[src/rtl/frame_dump.sv]
// frame_dump: streams the processed image region from memory port b to the UART
// transmit handshake, one 32-bit word at a time, low pixel byte first.
module frame_dump #(
   parameter int WIDTH      = 352,
   parameter int HEIGHT     = 288,
   parameter int BASE_ADDR  = 25344,
   parameter int ADDR_WIDTH = 16
) (
   input  logic                  clk,
   input  logic                  rst,
   input  logic                  start,
   output logic                  busy,
   output logic                  done,
   output logic                  mem_en,
   output logic                  mem_we,
   output logic [ADDR_WIDTH-1:0] mem_addr,
   input  logic [31:0]           mem_dr,
   output logic [7:0]            tx_data,
   output logic                  tx_stb,
   input  logic                  tx_ack
);

   localparam int NWORDS = WIDTH * HEIGHT / 4;
   localparam int CNT_W  = (NWORDS > 1) ? $clog2(NWORDS) : 1;
   localparam logic [CNT_W-1:0]      LAST_WORD = CNT_W'(NWORDS - 1);
   localparam logic [ADDR_WIDTH-1:0] BASE      = ADDR_WIDTH'(BASE_ADDR);

   typedef enum logic [2:0] {
      IDLE,
      FETCH,
      LOAD,
      SEND,
      DONE
   } state_t;

   state_t           state;
   logic             start_q;
   logic [CNT_W-1:0] word_cnt;
   logic [CNT_W-1:0] word_cnt_next;
   logic [1:0]       idx;
   logic [1:0]       idx_next;
   logic [31:0]      word_q;
   logic             trigger;

   // start_q resets low, so a start already high at reset release is an edge
   assign trigger       = start && !start_q;
   assign idx_next      = idx + 2'd1;
   assign word_cnt_next = word_cnt + CNT_W'(1);
   assign mem_we        = 1'b0;

   // NOTE: all state and outputs update with <=, so every branch below reads
   // the values from before the edge regardless of statement order.
   always_ff @(posedge clk or posedge rst) begin
      if (rst) begin
         state    <= IDLE;
         start_q  <= 1'b0;
         word_cnt <= '0;
         idx      <= '0;
         word_q   <= '0;
         busy     <= 1'b0;
         done     <= 1'b0;
         mem_en   <= 1'b0;
         mem_addr <= '0;
         tx_data  <= '0;
         tx_stb   <= 1'b0;
      end else begin
         start_q <= start;
         case (state)
            IDLE: begin
               if (trigger) begin
                  word_cnt <= '0;
                  idx      <= '0;
                  mem_en   <= 1'b1;
                  mem_addr <= BASE;
                  busy     <= 1'b1;
                  state    <= FETCH;
               end
            end
            FETCH: begin
               mem_en <= 1'b0;
               state  <= LOAD;
            end
            LOAD: begin
               word_q  <= mem_dr;
               idx     <= '0;
               tx_data <= mem_dr[7:0];
               tx_stb  <= 1'b1;
               state   <= SEND;
            end
            SEND: begin
               // tx_stb is always high here, so tx_ack alone marks a transfer
               if (tx_ack) begin
                  if (idx != 2'd3) begin
                     idx     <= idx_next;
                     tx_data <= word_q[{idx_next, 3'b000} +: 8];
                  end else begin
                     tx_stb <= 1'b0;
                     if (word_cnt == LAST_WORD) begin
                        busy  <= 1'b0;
                        done  <= 1'b1;
                        state <= DONE;
                     end else begin
                        word_cnt <= word_cnt_next;
                        mem_en   <= 1'b1;
                        mem_addr <= BASE + ADDR_WIDTH'(word_cnt_next);
                        state    <= FETCH;
                     end
                  end
               end
            end
            DONE: begin
               done  <= 1'b0;
               state <= IDLE;
            end
            default: begin
               busy   <= 1'b0;
               done   <= 1'b0;
               mem_en <= 1'b0;
               tx_stb <= 1'b0;
               state  <= IDLE;
            end
         endcase
      end
   end

endmodule

[config.mk]
export PLATFORM = sky130hd
export DESIGN_NAME = frame_dump
export DESIGN_NICKNAME = d
export VERILOG_FILES = /design/src/rtl/frame_dump.sv
export SDC_FILE = /design/constraint.sdc
export NUM_CORES = 1
export LEC_CHECK = 0
export CAP_MARGIN = 20
export CORE_ASPECT_RATIO = 1.75
export CORE_UTILIZATION = 50
export DETAILED_ROUTE_END_ITERATION = 8
export PLACE_DENSITY = 0.72
export SLEW_MARGIN = 20
export SYNTH_ARGS = -nofsm -noshare
export SYNTH_HDL_FRONTEND = slang
export SYNTH_SLANG_ARGS = --single-unit
[constraint.sdc]
create_clock -name clk -period 3.5 [get_ports clk]
set_input_delay 0.875 -clock clk [delete_from_list [all_inputs] [get_ports clk]]
set_output_delay 0.875 -clock clk [all_outputs]
set_load 0.1 [all_outputs]
* Word-level counts from Yosys, hierarchy flattened
Cells that the tools add are included.
** Word-level totals
- Bits in registers :: 81
- Bits in latches :: 0
- Bits in writable memories :: 0
- Bits in read-only memories :: 0
- Input port bits :: 36
- Output and inout port bits :: 29
- Memories :: 0
** Operators by class
- $add $sub $neg :: 3
- Multipliers :: 0
- Divide/modulo/power cells :: 0
- Magnitude comparators :: 0
- Eq/ne operators :: 12
- Shifts and indexed selects :: 1
- Multiplexer cells :: 38
- Bitwise gates (word level) :: 4
- Reduce and logical (&&, ||, !) cells :: 18
** Operators by type and width (count)
- two-way mux 16 bit :: 4
- two-way mux 15 bit :: 4
- case mux 16 bit (2 select lines) :: 1
- variable part select 32 x 6 -> 8 bit :: 1
- case mux 15 bit (2 select lines) :: 1
- adder 15 x 15 -> 16 bit (first input constant) :: 1
- two-way mux 8 bit :: 2
- case mux 8 bit (2 select lines) :: 1
- adder 15 x 1 -> 15 bit (second input constant) :: 1
- equality test 15 bit (second input constant) :: 1
- AND reduction 5 bit :: 3
- inequality test 2 bit (second input constant) :: 7
- two-way mux 1 bit :: 12
- two-way mux 3 bit :: 4
- case mux 3 bit (4 select lines) :: 1
- case mux 1 bit (3 select lines) :: 3
- AND reduction 3 bit :: 3
- OR reduction 3 bit :: 3
- AND reduction 4 bit :: 2
- equality test 3 x 2 -> 1 bit (second input constant) :: 2
- two-way mux 2 bit :: 3
- case mux 2 bit (3 select lines) :: 1
- inverter 1 bit :: 4
- nonzero test 2 bit :: 2
- other kinds (9) :: 9

* Longest topological paths before layout
Gate-level depths: netlist of run 1.
- Depth after elaboration :: 6
- Mapped depth :: 11
- Depth with buffers taken out :: 11

* Worst setup path after synthesis of run 1
OpenSTA, ideal clock, no wires.
- Kind :: reg-to-reg
- Start point :: register mem_addr[0] (netlist name)
- End point :: register mem_addr[14]
- Library setup time :: 0.078 ns
- Arrival time :: 2.668 ns
- Path slack :: 0.754 ns
- Cell stages (with the launch flop) :: 12
- Buffers on the path :: 0
- Cell sequence :: dfrtp_1 ha_1 and3_1 nand2_1 xnor2_1 inv_1 ha_1 or4_1 o32ai_2 a211oi_1 xor2_1 a21oi_1
** RTL lines
- to (signal assigned) :: line 105 : mem_addr <= BASE + ADDR_WIDTH'(word_cnt_next);
- to (decl) :: line 16 : output logic [ADDR_WIDTH-1:0] mem_addr,

==> results of run 1 <==
## cell usage after synthesis (all sizes together) (2+ instances only)
master	number
dfrtp	73
mux2	32
nor2	30
buf	24
nand2	21
a21oi	19
o21ai	14
xnor2	11
inv	10
mux2i	8
mux4	8
nand4	7
nand3	6
nor3	6
xor2	5
a22o	3
clkbuf	3
ha	3
nand2b	3
nor4	3
a31oi	2
and2	2
and3	2
nand3b	2
nor2b	2
nor4b	2
o22ai	2
o31ai	2
o32ai	2
or3	2
or4	2
## sequential cells by signal (all words and copies together), names as in the netlist
register,cells
busy,1
done,1
idx,2
mem_addr,16
mem_en,1
start_q,1
state,3
tx_data,8
tx_stb,1
word_cnt,7
word_q,32
## cell usage in the layout, fill, tap and decap left out, types with 8 or more instances in the layout
cell type        netlist  final
nand2_1               20     20
buf_4                 10     33
mux4_2                 8      8
nor2_1                30     29
a21oi_1               18     18
clkdlybuf4s50_1        0     35
inv_1                 10      9
xnor2_1               11     11
dfrtp_1               73     73
clkbuf_16              0      9
mux2i_1                8      8
mux2_2                32     32
o21ai_0               11     11
## cell families after synthesis
kind of cell | after synthesis
AND/OR/NAND/NOR | 96
flip-flops | 73
AO/OA/AOI/OAI | 54
multiplexers | 48
buffers and inverters | 37
XOR/XNOR | 16
adder cells (fa/ha/maj) | 3
other | 1
## worst max-delay path by stage
stage / start / end
6_report: mem_addr[0] / mem_addr[14]
2_1_floorplan: mem_addr[0] / mem_addr[14]
4_1_cts: mem_addr[0] / mem_addr[14]
5_1_grt: mem_addr[0] / mem_addr[14]
3_5_place_dp: mem_addr[0] / mem_addr[14]
3_3_place_gp: mem_addr[0] / mem_addr[14]
## tightest hold or removal path, cell delays in order, from the launching register on
cell	delay (ns)
dfrtp_1	0.34
nand2_1	0.05
o21ai_1	0.06
## final cells by class
class	instances	area (sq um)	area share [%]
clock buffers	13	250.2	5.462
clock inverters	3	40.04	0.8738
inverters	10	37.54	0.8192
multi-input cells	218	1702	37.14
flip-flops and latches	73	1827	39.87
well taps	86	107.6	2.348
repair buffers	69	618.1	13.49
## routing by layer
layer | wire, microns | vias to the layer above
met5 | 0 | -
met4 | 286 | 0
met3 | 334 | 17
met2 | 4531 | 70
met1 | 2924 | 1348
li1 | - | 1276
## where the power goes
| part | switching (mW) | leakage [nW] | total [mW] | internal (mW) |
|---|---|---|---|---|
| clock | 0.329 | 0.144 | 0.898 | 0.569 |
| combinational | 1.26 | 0.889 | 1.98 | 0.722 |
| sequential | 0.218 | 0.873 | 1.38 | 1.17 |
==> results by group, run 1 <==
Worst hold path
  • Hold crit path type: flop to flop
  • Hold Path Cell Cnt: 2
  • Hold Path End: mem_addr[11]
  • Hold path startpoint: mem_addr[11]

Worst setup path
  • Worst reg2reg path depth: 11
  • WS Path Type: flop to flop
  • CP max FO: 8
  • Critical path depth: 11
  • FF-to-FF Start: mem_addr[0]
  • Worst path bufs/invs: 1
  • Top delay family on crit path: simple AND/OR/NAND/NOR gates
  • Max incr delay on CP: 0.55 ns
  • Reg2Reg Capture Point: mem_addr[14]
  • WP data arrival: 3.43 ns
  • CP startpoint kind: flop
  • Most common cell on crit path: ha_1
  • Crit-path slowest cell: or4_1
  • Worst path cell trace: ha_1 -> and3_1 -> nand2_1 -> xnor2_1 -> inv_1 -> ha_1 -> or4_1 -> o32ai_2 -> a211oi_1 -> xor2_1 -> a21oi_1
  • CP endpoint kind: flop
  • Required @ worst endpoint: 3.74 ns
  • Worst R2R Setup Slack: 0.32 ns

Detailed routing
  • Antenna viol nets, final: 0
  • Detailed-route DRC error count: 0
  • Via density: 5.744
  • First-iteration detailed-routing DRC count: 133
  • Vias: 2711
  • DR WL/cell: 17.11 microns
  • Final Routed Wirelength: 8077 microns
  • DR pass1 iterations: 4

Place
  • Placed insts: 456
  • Gpl congestion: 0.8730
  • Dpl hpwl: 5842 microns
  • Placed instance area: 4292 sq um
  • Place WS: 0.3806 ns
  • Port Buf Inserts: 63

Synth
  • Top cell type's share of synthesized area: 49.06%
  • Mux contribution to synthesized area: 16.67%
  • Post-synthesis adder-cell area fraction: 1.008%
  • Dominant cell type by area after synthesis: dfrtp_1
  • Largest family of logic cells by synthesized area: multiplexers
  • Yosys warns: 0
  • Synth cell types: 59
  • Post-synth EDFFs: 0
  • Compound-Gate Fraction of Synth Area: 9.509%
  • Ys async rst share: 100.0%
  • Cell Area, Synth: 3724 sq um
  • Syn avg cell area: 11.35 sq um
  • Register area share after synthesis: 49.06%
  • Simple-gate share of the synthesized area: 14.58%
  • Syn Inst Count: 328
  • Synthesized net count: 367
  • Synth Area in XOR/XNOR: 3.763%
  • Synth area leaders: dfrtp_1 49%, mux2_2 9.7%, mux4_2 4.8%
  • Yosys reg bits: 73
  • Post-synth top flop: dfrtp_1

Finish
  • Nets: 420
  • Finished Layout Cells: 472
  • Layout area overhead: 23.05%
  • Util after Layout: 63.80%
  • Fin area: 4582 sq um
  • Layout cell share with drive strength beyond 1: 25.65%
  • Filler cells: 582
  • ANT cells: 0

Floorplanning
  • Die footprint: 7810 sq um
  • Starting Density: 51.85%
  • FP Rows: 41
  • DIE HEIGHT: 116.2 microns
  • Die width: 67.24 microns
  • Top-Level Pins: 65
  • Area of the core: 7182 sq um

GRT
  • Vias in the first global route: 2769
  • Antenna violations before repair: 0
  • Met3 GRT Util: 5.469%
  • Grt total ovfl: 0
  • Largest net degree at the start of global routing: 74
  • Met2 Use GR: 40.67%
  • GRT Max-Usage Layer: met2
  • GR Util All Layers: 23.36%
  • Global-route wire length before repair: 13240 microns
  • GR Layer Usage met1: 25.03%

Clock network
  • H-tree depth: 3
  • Clk sinks: 73
  • CTS root buffer: clkbuf_16
  • Post-CTS sizing: 0
  • Post-CTS Setup Inserts: 0
  • Total CTS buffers: 9
  • Hold Buf Count CTS: 0
  • Worst-path clk slew: 0.05 ns
  • Worst skew pair latency: 0.33 ns
  • CTS tree: yes
  • Clock tree buffer depth: 2

STA
  • Skew final: 0.003644 ns
  • Crit share post-route: 90.94%
  • Hold_ws: 0.4836 ns
  • Setup TNS: 0 ns
  • Max frequency: 0.3142 GHz
  • Relative slew slack: 63.60%
  • Minimum clock period: 3.183 ns
  • Setup-failing EPs final: 0
  • Final hold viol count: 0
  • Worst setup margin: 0.3171 ns
  • RSZ-0062 raised after global routing: no
  • Slew Limit Fails: 0
  • Worst-margin pin slew: 0.5447 ns

Power and ir drop
  • Overall power: 4.263 mW
  • Pwr dens: 930.4 nW/um^2
  • Lkg Pwr: 1.906 nW
  • Worst VDD drop: 0.6366 mV

Outcome
  • Status: finished, final reports clean

Run
  • Max-cap violations: 0
Power figures use the tool's default switching activity.
==> run 2, diff against run 1 <==
- CTS_CLUSTER_SIZE: default -> 14
- SLEW_MARGIN: 20 -> default
==> results of run 2 <==
Same layout as run 1: the final DEF is identical, and so are final timing and power.
